==> src/rtl/jpeg_pkg.sv <==
// rtl/jpeg_pkg.sv - shared types and zigzag table for the zigzag run-length reader
package jpeg_pkg;

    // Zigzag index -> natural index (8*row + col)
    localparam logic [5:0] ZZ [0:63] = '{
        6'd0,  6'd1,  6'd8,  6'd16, 6'd9,  6'd2,  6'd3,  6'd10,
        6'd17, 6'd24, 6'd32, 6'd25, 6'd18, 6'd11, 6'd4,  6'd5,
        6'd12, 6'd19, 6'd26, 6'd33, 6'd40, 6'd48, 6'd41, 6'd34,
        6'd27, 6'd20, 6'd13, 6'd6,  6'd7,  6'd14, 6'd21, 6'd28,
        6'd35, 6'd42, 6'd49, 6'd56, 6'd57, 6'd50, 6'd43, 6'd36,
        6'd29, 6'd22, 6'd15, 6'd23, 6'd30, 6'd37, 6'd44, 6'd51,
        6'd58, 6'd59, 6'd52, 6'd45, 6'd38, 6'd31, 6'd39, 6'd46,
        6'd53, 6'd60, 6'd61, 6'd54, 6'd47, 6'd55, 6'd62, 6'd63
    };

    localparam logic [5:0] LAST_IDX = 6'd63;

    typedef enum logic [2:0] {
        S_IDLE,
        S_FETCH,
        S_EVAL,
        S_ZRL,
        S_EMIT,
        S_EOB,
        S_DONE
    } state_t;

    typedef struct packed {
        logic        dc;
        logic        eob;
        logic [3:0]  run;
        logic [4:0]  size;
        logic [15:0] amp;
    } sym_t;

endpackage

==> src/rtl/jpeg_size_cat.sv <==
// rtl/jpeg_size_cat.sv - signed coefficient to JPEG size category and amplitude bits
module jpeg_size_cat (
    input  logic [15:0] value,
    output logic [4:0]  size,
    output logic [15:0] amp
);

    logic [15:0] sat;
    logic [15:0] mag;
    logic [15:0] mask;

    always_comb begin
        // -32768 has no 15-bit magnitude; fold it onto -32767
        sat  = (value == 16'h8000) ? 16'h8001 : value;
        mag  = sat[15] ? (~sat + 16'd1) : sat;
        size = '0;
        for (int b = 0; b < 15; b++) begin
            if (mag[b]) begin
                size = 5'(b + 1);
            end
        end
        mask = 16'((17'd1 << size) - 17'd1);
        amp  = sat[15] ? ((sat - 16'd1) & mask) : sat;
    end

endmodule

==> src/rtl/jpeg_zz_rle.sv <==
// rtl/jpeg_zz_rle.sv - zigzag reader emitting baseline JPEG run/size/amplitude symbols
module jpeg_zz_rle
    import jpeg_pkg::*;
#(
    parameter logic [8:0] BASE_ADR = 9'h000
) (
    input  logic        clk_i,
    input  logic        rst_i,
    input  logic        start_i,
    output logic        busy_o,
    output logic        done_o,
    output logic [8:0]  mem_adr_o,
    input  logic [31:0] mem_dat_i,
    output logic        sym_valid_o,
    input  logic        sym_ready_i,
    output logic [3:0]  sym_run_o,
    output logic [4:0]  sym_size_o,
    output logic [15:0] sym_amp_o,
    output logic        sym_dc_o,
    output logic        sym_eob_o
);

    state_t      state_q, state_d;
    logic [5:0]  idx_q, idx_d;
    logic [5:0]  run_q, run_d;
    logic [4:0]  size_q, size_d;
    logic [15:0] amp_q, amp_d;

    logic [5:0]  nat;
    logic [15:0] coef;
    logic [4:0]  cat_size;
    logic [15:0] cat_amp;
    sym_t        sym;
    logic        valid;

    assign nat       = ZZ[idx_q];
    assign coef      = nat[0] ? mem_dat_i[15:0] : mem_dat_i[31:16];
    assign mem_adr_o = BASE_ADR + {4'd0, nat[5:1]};

    jpeg_size_cat u_size_cat (
        .value (coef),
        .size  (cat_size),
        .amp   (cat_amp)
    );

    always_ff @(posedge clk_i) begin
        if (rst_i) begin
            state_q <= S_IDLE;
            idx_q   <= '0;
            run_q   <= '0;
            size_q  <= '0;
            amp_q   <= '0;
        end else begin
            state_q <= state_d;
            idx_q   <= idx_d;
            run_q   <= run_d;
            size_q  <= size_d;
            amp_q   <= amp_d;
        end
    end

    always_comb begin
        state_d = state_q;
        idx_d   = idx_q;
        run_d   = run_q;
        size_d  = size_q;
        amp_d   = amp_q;
        sym     = '0;
        valid   = 1'b0;
        busy_o  = (state_q != S_IDLE);
        done_o  = 1'b0;

        case (state_q)
            S_IDLE: begin
                if (start_i) begin
                    idx_d   = '0;
                    run_d   = '0;
                    state_d = S_FETCH;
                end
            end
            S_FETCH: begin
                state_d = S_EVAL;
            end
            S_EVAL: begin
                size_d = cat_size;
                amp_d  = cat_amp;
                if (idx_q == '0) begin
                    state_d = S_EMIT;
                end else if (coef == '0) begin
                    run_d = run_q + 6'd1;
                    if (idx_q == LAST_IDX) begin
                        state_d = S_EOB;
                    end else begin
                        idx_d   = idx_q + 6'd1;
                        state_d = S_FETCH;
                    end
                end else if (run_q >= 6'd16) begin
                    state_d = S_ZRL;
                end else begin
                    state_d = S_EMIT;
                end
            end
            S_ZRL: begin
                valid   = 1'b1;
                sym.run = 4'd15;
                if (sym_ready_i) begin
                    run_d = run_q - 6'd16;
                    if (run_q < 6'd32) begin
                        state_d = S_EMIT;
                    end
                end
            end
            S_EMIT: begin
                valid    = 1'b1;
                sym.dc   = (idx_q == '0);
                sym.run  = run_q[3:0];
                sym.size = size_q;
                sym.amp  = amp_q;
                if (sym_ready_i) begin
                    run_d = '0;
                    if (idx_q == LAST_IDX) begin
                        state_d = S_DONE;
                    end else begin
                        idx_d   = idx_q + 6'd1;
                        state_d = S_FETCH;
                    end
                end
            end
            S_EOB: begin
                valid   = 1'b1;
                sym.eob = 1'b1;
                if (sym_ready_i) begin
                    state_d = S_DONE;
                end
            end
            S_DONE: begin
                done_o  = 1'b1;
                state_d = S_IDLE;
            end
            default: begin
                state_d = S_IDLE;
            end
        endcase
    end

    assign sym_valid_o = valid;
    assign sym_dc_o    = sym.dc;
    assign sym_eob_o   = sym.eob;
    assign sym_run_o   = sym.run;
    assign sym_size_o  = sym.size;
    assign sym_amp_o   = sym.amp;

endmodule

==> config.mk <==
export PLATFORM = sky130hd
export DESIGN_NAME = jpeg_zz_rle
export DESIGN_NICKNAME = d
export VERILOG_FILES = /design/src/rtl/jpeg_pkg.sv /design/src/rtl/jpeg_size_cat.sv /design/src/rtl/jpeg_zz_rle.sv
export SDC_FILE = /design/constraint.sdc
export NUM_CORES = 1
export LEC_CHECK = 0
export BUFFER_PORTS_ARGS = -buffer_cell sky130_fd_sc_hd__buf_2
export CAP_MARGIN = 20
export CORE_MARGIN = 2
export CORE_UTILIZATION = 33
export CTS_BUF_LIST = sky130_fd_sc_hd__clkbuf_8
export CTS_CLUSTER_DIAMETER = 80
export DETAILED_ROUTE_END_ITERATION = 7
export GPL_TIMING_DRIVEN = 0
export PLACE_DENSITY_LB_ADDON = 0.1
export SLEW_MARGIN = 20
export SYNTH_ARGS = -nofsm -noshare
export SYNTH_HDL_FRONTEND = slang
export SYNTH_HIERARCHICAL = 1
export SYNTH_SLANG_ARGS = --single-unit
==> constraint.sdc <==
create_clock -name clk_i -period 7.2 [get_ports clk_i]
set_clock_uncertainty 0.05 [all_clocks]
set_input_delay 1.44 -clock clk_i [delete_from_list [all_inputs] [get_ports clk_i]]
set_output_delay 1.44 -clock clk_i [all_outputs]
set_load 0.02 [all_outputs]
# After elaboration in Yosys (flattened, before gate mapping)
# Memories as Yosys holds them, arrays and structs flattened.
# Index checks and enable logic that the tools add are counted.
dict set report op_classes {
  magnitude_cmp 3
  n_eq_ne 15
  bitwise 3
  n_mux 49
  addsub 6
  n_shift 1
  n_reduce_logical 10
}
# cell n
set ops {}
lappend ops {{$mux W6} 11}
lappend ops {{$mux W16} 3}
lappend ops {{$mux W3} 14}
lappend ops {{$mux W4} 8}
lappend ops {{$sub A16 B1 Y16 const B} 2}
lappend ops {{$pmux W6 S4} 1}
lappend ops {{$mux W21} 1}
lappend ops {{$pmux W3 S6} 1}
lappend ops {{$pmux W6 S3} 1}
lappend ops {{$and A16 B16 Y16} 1}
lappend ops {{$eq A16 B16 Y1 const B} 1}
lappend ops {{$logic_not A16 Y1} 1}
lappend ops {{$shl A1 B4 Y16 const A} 1}
lappend ops {{$add A15 B1 Y15 const B} 1}
lappend ops {{$mux W15} 1}
lappend ops {{$not A15 Y15} 1}
lappend ops {{$ne A2 B2 Y1 const B} 7}
lappend ops {{$add A6 B1 Y6 const B} 2}
lappend ops {{$reduce_and A5 Y1} 2}
lappend ops {{$eq A3 B3 Y1 const B} 3}
lappend ops {{$pmux W4 S2} 1}
lappend ops {{$ge A7 B7 Y1 const B} 1}
lappend ops {{$not A6 Y7} 1}
lappend ops {{$eq A3 B2 Y1 const B} 2}
lappend ops {{other kinds (13)} 19}
dict set report totals {
  output_inout_bits 39
  mem_count 1
  wordCells 93
  reg_bits 36
  rom_bits 384
  input_bits 36
}
# memory words word_bits rd rd_clocked_by_memory_dff write_ports line
set memory_table {}
lappend memory_table {{(no name shown)} 64 6 1 0 0 jpeg_zz_rle.sv:36} ;# assign nat = ZZ[idx_q];

# Depth between registers and ports, before layout
# Gate-level depths: netlist (run 1).
dict set report depth {
  depth_word 29
  ltp_mapped 35
}

# Cells and area by module
# Netlist (run 1), hierarchy kept.
# mod cells_each instances area_per_inst_um2
set modules_own_cells {}
lappend modules_own_cells {jpeg_zz_rle 406 1 3021.6}
lappend modules_own_cells {jpeg_size_cat 292 1 1831.8}

# Least setup slack after synthesis (run 1)
# Ideal clock, no wire load.
dict set report synth_timing {
  path_kind {reg-to-reg}
  startpoint {register idx_q[0]}
  endpoint {register amp_q[2]}
  t_arrival_ns 6.931
  setup_slack_ns 0.149
  n_path_buf 6
  t_required_ns 7.080
  setup_time_ns 0.070
  path_stages_with_launch 32
  synth_period_minus_slack_ns 7.051
  cell_sequence {dfxtp_1 > buf_2 > inv_1 > ha_1 > and2_1 > o21ai_1 > nand3_2 > nor3_2 > buf_4 > mux2_2 > buf_6 > nor4_4 > nand4_2 > clkbuf_1 > nor2_1 > nor2_1 > ha_1 > buf_2 > or3b_4 > nor4b_4 > nor4_1 > or3_1 > and4_1 > nand2_2 > or3_1 > ha_1 > buf_1 > or4_1 > a22o_1 > o21ai_2 > nand2_1 > a21oi_1}
}
dict set report synth_via {
  elab_chain_len 29
}
# element line
set synth_rtl {}
lappend synth_rtl {{start, declared} jpeg_zz_rle.sv:24} ;# logic [5:0] idx_q, idx_d;
lappend synth_rtl {{start signal, assigned} jpeg_zz_rle.sv:55} ;# idx_q <= idx_d;
lappend synth_rtl {{$not A6 Y7 (not written as such) (*)} jpeg_zz_rle.sv:36}
lappend synth_rtl {{$mem_v2 Z64 W6 (*)} -}
lappend synth_rtl {{$mux W6 (not written as such) (*) (2 in a row)} jpeg_zz_rle.sv:36}
lappend synth_rtl {{$mux W16 (*)} jpeg_zz_rle.sv:37} ;# assign coef = nat[0] ? mem_dat_i[15:0] : mem_dat_i[31:16];
lappend synth_rtl {{via coef[7]} jpeg_zz_rle.sv:30} ;# logic [15:0] coef;
lappend synth_rtl {{$eq A16 B16 Y1} jpeg_size_cat.sv:14} ;# sat = (value == 16'h8000) ? 16'h8001 : value;
lappend synth_rtl {{$mux W16 (*)} jpeg_size_cat.sv:14}
lappend synth_rtl {{$not A15 Y15} jpeg_size_cat.sv:15} ;# mag = sat[15] ? (~sat + 16'd1) : sat;
lappend synth_rtl {{[... 3 more ...]} -}
lappend synth_rtl {{$mux W2 (2 in a row)} jpeg_size_cat.sv:18} ;# if (mag[b]) begin
lappend synth_rtl {{$mux W3 (4 in a row)} jpeg_size_cat.sv:18}
lappend synth_rtl {{$mux W4 (8 in a row)} jpeg_size_cat.sv:18}
lappend synth_rtl {{$shl A1 B4 Y16} jpeg_size_cat.sv:22} ;# mask = 16'((17'd1 << size) - 17'd1);
lappend synth_rtl {{$sub A16 B1 Y16} jpeg_size_cat.sv:22}
lappend synth_rtl {{$and A16 B16 Y16} jpeg_size_cat.sv:23} ;# amp = sat[15] ? ((sat - 16'd1) & mask) : sat;
lappend synth_rtl {{$mux W16 (*)} jpeg_size_cat.sv:23}
lappend synth_rtl {{via cat_amp[2]} jpeg_zz_rle.sv:32} ;# logic [15:0] cat_amp;
lappend synth_rtl {{end signal, assigned} jpeg_zz_rle.sv:58} ;# amp_q <= amp_d;
lappend synth_rtl {{end, declared} jpeg_zz_rle.sv:27} ;# logic [15:0] amp_q, amp_d;
# The timed path passes the listed nets; every way through them passes the cells marked *. The select of a mux whose other input is x is not followed.
# A chain may end at the register's enable or synchronous reset.

# Final worst setup path (run 1)
# Ends and elaborated chain as after synthesis.

==> flow_metrics.tcl, run 1 <==
set metrics [dict create \
    ff2ff_path_depth 30 \
    synth_edf_count 0 \
    seq_area_frac_synth_pct 14.8 \
    fill_cells 1538 \
    power_leakage_nw 2.20 \
    r2r_setup_slack_ns 0.32 \
    ios 75 \
    pwr-share-comb_pct 61.1 \
    arrival_ns 7.04 \
    whs_ns 0.404 \
    ys_warn_count 6 \
    drt_first_iter_violations 517 \
    synthAdderAreaFrac_pct 5.16 \
    async_flop_share_pct 0 \
    cts.sinks 36 \
    netlist.area_leader.share_pct 14.8 \
    period_minus_slack_ns 6.88 \
    maxSlewViolCount 0 \
    total_power_mw 1.03 \
    postCtsHoldBufs 0 \
    diodes 0 \
    p_sw_mw 0.500 \
    final_layout_size_suffix_gt1_share_pct 23.9 \
    die_h_um 125 \
    synth_top_family_by_area "simple AND/OR/NAND/NOR gates" \
    routed_wirelength_um 16900 \
    first_pass_iters 5 \
    worstHoldPathCells 2 \
    worstSetupPathType "register to register" \
    final_common_cell "nand2_1" \
    pwr-share-seq_pct 25.2 \
    vias 5681 \
    end_kind "register" \
    hp-class "register to register" \
    synth_top_cell_by_area "dfxtp_1" \
    row_count 44 \
    cts-root-buf "clkbuf_8" \
    io_buffers 69 \
    hold_path.startpoint "amp_q[10]" \
    coreArea_mm2 0.0144 \
    viasPerCell 5.84 \
    reg2reg_to "amp_q[2]" \
    start_util_pct 33.6 \
    cts.htree.levels 2 \
    synth_compound_area_share_pct 27.0 \
    synth_cells 698 \
    drc 0 \
    p_int_mw 0.527 \
    critPathTopFamily "simple AND/OR/NAND/NOR gates" \
    fmax_mhz 145 \
    setup_viol 0 \
    place.gp.congestion 0.902 \
    avgSynthCellArea_um2 6.95 \
    synth-seq-cells 36 \
    r2r_start "idx_q[0]" \
    hold_viol 0 \
    numCtsBuffers 5 \
    crit_slowest_cell "or4_1" \
    ys_types 89 \
    dieWidth_um 125 \
    crit_path_frequent_cell "buf_2" \
    critPathMaxFanout 10 \
    overflow 0 \
    switching_share_pct 48.7 \
    wl_per_cell_um 17.4 \
    dp_hpwl_um 13000 \
    grt_pass1_vias 5496 \
    cp.required_ns 7.37 \
    clkTransAtPathRegs_ns 0.08 \
    insertion_delay_ns 0.29 \
    ys_top_cells_by_area "dfxtp_1 (15%), nand2_1 (7.4%), a21oi_1 (7.3%)" \
    syn_to_final_growth_pct 18.4 \
    cpPeakStageDelay_ns 0.53 \
    layout_common_cells "nand2_1 (96), buf_2 (81), a21oi_1 (71), nor2_1 (38), dfxtp_1 (34)" \
    synth_area_mm2 0.00485 \
    ant_nets 0 \
    cap_violations 0 \
    p_per_area_mw_per_mm2 179 \
    finalCritPeriodShare_pct 95.5 \
    grt_pass1_wl_um 27400 \
    cts-root-to-sink-buffers 2 \
    grt_max_degree 14 \
    synthMuxAreaShare_pct 6.34 \
    die-area_mm2 0.0157 \
    track_usage_pct 21.0 \
    final_nets 844 \
    whs_endpoint "amp_q[10]" \
    synthSimpleGateAreaFrac_pct 37.0 \
    synthFlopType "dfxtp_1" \
    final_util_pct 39.8 \
    peakVddDrop_mv 0.0893 \
    clkPwrFrac_pct 13.7 \
    crit_buf_inv 7 \
    maxSlewHeadroom_pct 34.3 \
    worstSetupStartpointType "register" \
    tightestPinTransition_ns 0.983 \
    antenna_found_initial 0 \
    cts_tree "done" \
    status "complete, no violations" \
    synthXorXnorAreaFrac_pct 1.08 \
]
power groups by stage:
stage	sequential (mW)	clock [mW]	combinational [mW]
final	0.259	0.140	0.627
after global routing	0.264	0.150	0.693
after CTS	0.261	0.144	0.612
after detailed placement	0.266	0	0.592
after global placement	0.265	0	0.585
after floorplan	0.258	0	0.439
tightest hold or removal path, stage by stage (launching register included):
cell     delay [ns]
dfxtp_1        0.31
nand2_1        0.05
a21oi_1        0.05
worst max-delay path by stage:
stage	slack [ns]	to	cells after the start	start
after global routing	-0.009	amp_q[2]	31	idx_q[0]
final	0.32	amp_q[2]	30	idx_q[0]
after CTS	0.04	amp_q[2]	30	idx_q[0]
after detailed placement	-1.58	amp_q[2]	32	idx_q[0]
after global placement	-1.53	amp_q[4]	33	idx_q[0]
after floorplan	0.15	amp_q[2]	31	idx_q[0]
cells by family after synthesis:
group,count (synthesis)
simple gates,328
flops,36
fa+ha+maj,20
buf+inv,85
compound gates,196
other cells,2
mux,25
xor+xnor,6
routing by layer:
layer	track usage, %	routed length, um	share of wire [%]
met1	24.8	7020	42
met2	38.4	8420	50
met3	3.00	887	5.2
met4	7.45	573	3.4
met5	0	0	0
synth_stat cells, drive strengths merged, types with 10 or more instances:
cell type and instances:
nand2 97, a21oi 73, nor2 41, dfxtp 36, nor3 35, o21ai 35
clkbuf 32, buf 30, and2 28, nand3 25, inv 23, ha 20
nor4 17, mux2 16, nand4 11, and3 10, o31ai 10, or4 10
sequential cells by signal, indices dropped and copies added, names as in the netlist:
| signal | count |
|---|---|
| amp_q | 16 |
| state_q | 3 |
| run_q | 6 |
| idx_q | 6 |
| size_q | 5 |
per-stage QoR:
stage,setup TNS (ns),area (um^2),setup slack (ns),std cells
floorplan,0,4870,0.149,702
global placement,-12.59,5440,-1.53,955
detailed placement,-13.32,5440,-1.58,955
CTS,0,5670,0.0446,968
global route,-0.00854,5750,-0.00854,972
finish,0,5750,0.323,972
timing repair:
| action | 4_1_cts | 5_1_grt |
|---|---|---|
| setup endpoints to repair | 15 | 7 |
| buffers inserted | 7 | 5 |
| pin swaps | 5 | 4 |
| gates resized for setup | 30 | 8 |
area by class of cell:
cell class              instances  area (um^2)  share of cell area [%]
clock buffers                   5         68.8                    1.20
well taps                     184          230                    4.01
clock inverters                 2         8.76                   0.152
multi-input cells             581         3840                    66.9
flip-flops and latches         36          728                    12.7
plain buffers                  60          338                    5.88
repair buffers                 81          439                    7.64
inverters                      23         90.1                    1.57
Power figures use the tool's default switching activity.
==> inputs of run 2 (changes only) <==
- ABC_AREA: not set -> 1
- CELL_PAD_IN_SITES_DETAIL_PLACEMENT: not set -> 1
- CELL_PAD_IN_SITES_GLOBAL_PLACEMENT: not set -> 2
- CORE_UTILIZATION: 33 -> 27
==> run 2 against run 1 <==
  * Non-clock buffer count is 41 lower
  * Cell area down 14%
  * Fmax grew 10%
  * Synthesized area down 13%
  * Sequential power rose by 16%
  * Largest power group unchanged
  * Register-to-register slack improved by 0.64 ns
  * Clock power grew 17%
  * Die area rose by 6.5%
  * Worst hold slack is essentially flat
==> flow_metrics.tcl, run 2 <==
set metrics [dict create \
    wl_per_cell_um 14.5 \
    avgSynthCellArea_um2 5.83 \
    cts-root-to-sink-buffers 2 \
    fmax_mhz 160 \
    final_layout_size_suffix_gt1_share_pct 19.5 \
    cp.required_ns 7.31 \
    synthTopCellsByCount "nand2_1 (174), nor2_1 (90), inv_1 (84)" \
    maxSlewViolCount 0 \
    crit_path_frequent_cell "nand2_1" \
    regMostFlops "amp_q" \
    syn_to_final_growth_pct 17.0 \
    start_util_pct 27.8 \
    row_count 45 \
    netlist.area_leader.share_pct 17.0 \
    grt_max_degree 15 \
    antenna_found_initial 0 \
    ys_types 51 \
    ys_warn_count 6 \
    arrival_ns 6.35 \
    total_power_mw 2.65 \
    drt_first_iter_violations 162 \
    grt_pass1_vias 5041 \
    synth_area_mm2 0.00424 \
    power_leakage_nw 2.38 \
    cpPeakStageDelay_ns 0.59 \
    ff2ff_path_depth 46 \
    worstSetupStartpointType "register" \
    critPathMaxFanout 11 \
    final_common_cell "nand2_1" \
    track_usage_pct 18.1 \
    preCtsSetupSlack_ns 0.901 \
    synth_edf_count 0 \
    routed_wirelength_um 14700 \
    synthFlopType "dfxtp_1" \
    drc 0 \
    grt_pass1_wl_um 24500 \
    period_minus_slack_ns 6.24 \
    seq_area_frac_synth_pct 17.0 \
    yosysMostFrequentCell "nand2_1" \
    worstSetupPathType "register to register" \
    cts_tree "done" \
    ios 75 \
    fin_ws_ns 0.961 \
    status "complete, no violations" \
    die_h_um 129 \
    cts.sinks 36 \
    clkTransAtPathRegs_ns 0.08 \
    cts_setup_buffers 0 \
    ant_nets 0 \
    diodes 0 \
    cap_violations 0 \
    io_buffers 69 \
    place.gp.congestion 0.845 \
    layout_common_cells "nand2_1 (174), nor2_1 (90), inv_1 (84), buf_2 (75), a21oi_1 (56)" \
    p_per_area_mw_per_mm2 534 \
    synth_top_cell_by_area "dfxtp_1" \
    rsz0062_at_grt "no" \
    async_flop_share_pct 0 \
    hp-class "register to register" \
    largest_reg_flops 16 \
    post_layout_nonfiller_instances 1018 \
    maxSlewHeadroom_pct 49.9 \
    synth-seq-cells 36 \
    final_nets 863 \
    viasPerCell 4.73 \
    insertion_delay_ns 0.29 \
    vias 4820 \
    synth_cells 727 \
    hold_viol 0 \
    reg.largest.list "amp_q x16, idx_q x6, run_q x6" \
    cts_resized 0 \
    end_kind "register" \
    setup_viol 0 \
    die-area_mm2 0.0167 \
    tns_ns 0 \
    dieWidth_um 129 \
    postCtsHoldBufs 0 \
    coreArea_mm2 0.0153 \
    cts.htree.levels 2 \
    finalCritPeriodShare_pct 86.6 \
    tightestPinTransition_ns 0.748 \
    first_pass_iters 4 \
    dp_hpwl_um 12000 \
    peakVddDrop_mv 0.394 \
    ys_top_cells_by_area "dfxtp_1 (17%), nand2_1 (15%), nor2_1 (8.0%)" \
    dp_cells 1011 \
    numCtsBuffers 5 \
    cts-root-buf "clkbuf_8" \
    overflow 0 \
    crit_slowest_cell "dfxtp_1" \
    worstHoldPathCells 2 \
]
-- run 2: cell types whose count changed in the layout (fill, tap and decap cells not counted), sizes merged, moves of 15 or more --
cell	change
nand2	+92
o21ai	+22
buf	-23
inv	+76
nand3	+33
mux2	-16
nor2	+68
nor4	-16
nor3	-27
clkbuf	-16
and2	-26
a21oi	-15
-- run 2: report_power, final --
group          switching (mW)  total (mW)  internal (mW)
registers              0.0469       0.300          0.253
clock network          0.0784       0.164         0.0854
logic                    1.51        2.18          0.672
-- run 2: final timing paths --
| check | start | end | slack, ns |
|---|---|---|---|
| setup / recovery | idx_q[0] | amp_q[6] | 0.96 |
| hold / removal | amp_q[15] | amp_q[15] | 0.40 |
| setup reg to reg | idx_q[0] | amp_q[6] | 0.96 |
| hold reg to reg | amp_q[15] | amp_q[15] | 0.40 |
-- run 2: final cells by class --
class,count,area (um^2)
Fill cell,2060,10300
Multi-Input combinational cell,562,2970
Sequential cell,36,721
Inverter,102,388
Timing Repair Buffer,69,345
Tap cell,211,264
Buffer,31,170
Clock buffer,7,96.3
-- run 2: metrics by stage --
stage / instance area (um^2) / hold slack [ns] / utilization [%]
2_1_floorplan: 4250 / 0.380 / -
3_3_place_gp: 4860 / 0.393 / 31.9
3_5_place_dp: 4860 / 0.401 / 31.9
4_1_cts: 4960 / 0.412 / 32.5
5_1_grt: 4960 / 0.423 / 32.5
6_report: 4960 / 0.404 / 32.5
-- run 2: critical path: cells and delay by family, from the launching register on --
family / cells / cell delay, ns
AO/OA/AOI/OAI: 6 / 0.77
buffers and inverters: 10 / 1.32
AND/OR/NAND/NOR: 27 / 2.48
adder cells (fa/ha/maj): 3 / 0.87
flip-flops: 1 / 0.59
-- run 2: logic make-up (layout without fill, tap and decap cells) --
family / count (synthesis) / in the layout / share of synthesized area [%]
flip-flops: 36 / 36 / 17.0
AND/OR/NAND/NOR: 381 / 381 / 41.8
buffers and inverters: 133 / 209 / 13.2
AO/OA/AOI/OAI: 139 / 139 / 18.5
adder cells (fa/ha/maj): 20 / 20 / 5.91
XOR/XNOR: 16 / 16 / 3.49
other: 2 / 6 / 0.177
-- run 2: layer usage --
layer | vias to the layer above | track usage (%) | share of wire, %
met5 | - | 0 | 0
met4 | 0 | 2.94 | 1.2
met3 | 12 | 2.60 | 2.5
met2 | 46 | 34.0 | 51
met1 | 2292 | 22.0 | 45
li1 | 2470 | - | -
==> inputs of run 3 (changes only) <==
- CORE_UTILIZATION: 27 -> 32
- RECOVER_POWER: not set -> 50
- clock period: 7.2 -> 7.9 ns (I/O delays scaled with it)
==> run 3 against run 2 <==
  * Final cell count is 3.3% lower
  * Via count grew 1.5%
  * Die area down 15%
  * Sequential power decreased by 8.7%
  * Largest power group unchanged
  * Non-clock buffer count is the same
  * Highest routed layer unchanged
  * Sequential cell count unchanged
  * Clock power shrank 16%
  * Register-to-register slack better by 0.61 ns
  * Critical endpoint is now amp_q[14]
==> flow_metrics.tcl, run 3 (same netlist as run 2, synthesis figures left out) <==
set metrics [dict create \
    insertion_delay_ns 0.30 \
    final_layout_size_suffix_gt1_share_pct 15.5 \
    start_util_pct 32.4 \
    crit_buf_inv 9 \
    die-area_mm2 0.0142 \
    ff2ff_path_depth 48 \
    first_pass_iters 4 \
    p_per_area_mw_per_mm2 492 \
    place_area_mm2 0.00482 \
    diodes 0 \
    regMostFlops "amp_q" \
    cap_violations 0 \
    worstSetupStartpointType "register" \
    whs_ns 0.409 \
    worstSetupPathType "register to register" \
    worstHoldPathCells 2 \
    cp.depth 48 \
    whs_endpoint "size_q[0]" \
    finalCritPeriodShare_pct 80.1 \
    hold_viol 0 \
    hold_path.startpoint "size_q[0]" \
    coreArea_mm2 0.0131 \
    setup_viol 0 \
    cts.htree.levels 2 \
    dp_hpwl_um 11500 \
    dieWidth_um 119 \
    cts-root-buf "clkbuf_8" \
    routed_wirelength_um 14100 \
    cpPeakStageDelay_ns 0.60 \
    clkTransAtPathRegs_ns 0.08 \
    stdcell_area_mm2 0.00486 \
    maxSlewViolCount 0 \
    maxSlewHeadroom_pct 48.6 \
    crit_slowest_cell "dfxtp_1" \
    tns_ns 0 \
    preCtsSetupSlack_ns 1.66 \
    cts-root-to-sink-buffers 2 \
    final_util_pct 37.2 \
    final_common_cell "nand2_1" \
    fmax_mhz 158 \
    r2r_setup_slack_ns 1.58 \
    grt_pass1_vias 4979 \
    cts_resized 0 \
    cts.sinks 36 \
    reg.largest.list "amp_q x16, idx_q x6, run_q x6" \
    postCtsHoldBufs 0 \
    viasPerCell 4.97 \
    crit_path_frequent_cell "nand2_1" \
    numCtsBuffers 5 \
    hp-class "register to register" \
    cp.required_ns 8.02 \
    ant_nets 0 \
    grt_pass1_wl_um 24000 \
    critPathTopFamily "simple AND/OR/NAND/NOR gates" \
    syn_to_final_growth_pct 14.8 \
    fin_ws_ns 1.58 \
    power_leakage_nw 2.26 \
    row_count 42 \
    status "complete, no violations" \
    drc 0 \
    largest_reg_flops 16 \
    cts_tree "done" \
    die_h_um 119 \
    track_usage_pct 20.4 \
    period_minus_slack_ns 6.32 \
    vias 4894 \
    io_buffers 69 \
    r2r_start "idx_q[0]" \
    peakVddDrop_mv 0.353 \
    ios 75 \
    overflow 0 \
    place.gp.congestion 0.856 \
    arrival_ns 6.44 \
    final_nets 863 \
    wl_per_cell_um 14.4 \
    reg2reg_to "amp_q[14]" \
    rsz0062_at_grt "no" \
    layout_common_cells "nand2_1 (174), nor2_1 (91), inv_1 (87), a21oi_1 (56), o21ai_0 (54)" \
    fill_cells 1856 \
    cts_setup_buffers 0 \
    critPathMaxFanout 11 \
    end_kind "register" \
    tightestPinTransition_ns 0.769 \
    antenna_found_initial 0 \
    grt_max_degree 15 \
    drt_first_iter_violations 292 \
]
[run 3: cell types whose count changed in the layout (fill, tap and decap cells not counted), sizes merged]
cell / previous run / this run
buf: 87 / 56
clkbuf: 20 / 50
inv: 99 / 101
[run 3: through the flow]
step / power, mW / cells
6_report: 2.39 / 984
5_1_grt: 2.70 / 984
4_1_cts: 2.42 / 984
3_5_place_dp: 2.28 / 976
3_3_place_gp: 2.22 / 976
2_1_floorplan: 1.78 / 731
[run 3: worst reg2reg max path: cells and delay by family (launching register included)]
family,cells,cell delay [ns]
AND/OR/NAND/NOR,31,2.53
buffers and inverters,9,1.32
AO/OA/AOI/OAI,5,0.87
adder cells (fa/ha/maj),3,0.85
flip-flops,1,0.60
[run 3: where the power goes]
group / total [mW] / switching (mW) / internal, mW / leakage (nW)
clock: 0.138 / 0.0695 / 0.0687 / 0.0538
combinational: 1.98 / 1.37 / 0.608 / 1.91
sequential: 0.274 / 0.0438 / 0.230 / 0.293
[run 3: routing by layer]
metal,global-route usage (%),vias up,wire length [um]
met1,25.1,2329,6310
met4,3.87,0,170
met5,0,-,0
met2,38.2,70,7330
li1,-,2479,-
met3,2.39,16,335
[run 3: worst max-delay path by stage]
stage,startpoint,end,slack (ns)
after floorplan,idx_q[0],amp_q[6],2.85
after global placement,idx_q[0],amp_q[6],1.84
after detailed placement,idx_q[0],amp_q[14],1.66
after CTS,idx_q[0],amp_q[14],1.64
after global routing,idx_q[1],amp_q[14],0.77
final,idx_q[0],amp_q[14],1.58
[run 3: area by class of cell]
cell class,instances,area (um^2),share of cell area [%]
Timing Repair Buffer,69,309,6.35
Tap cell,176,220,4.53
Clock inverter,2,7.51,0.154
Multi-Input combinational cell,562,2970,61.0
Sequential cell,36,721,14.8
Clock buffer,6,82.6,1.70
Buffer,31,170,3.50
Inverter,102,388,7.98
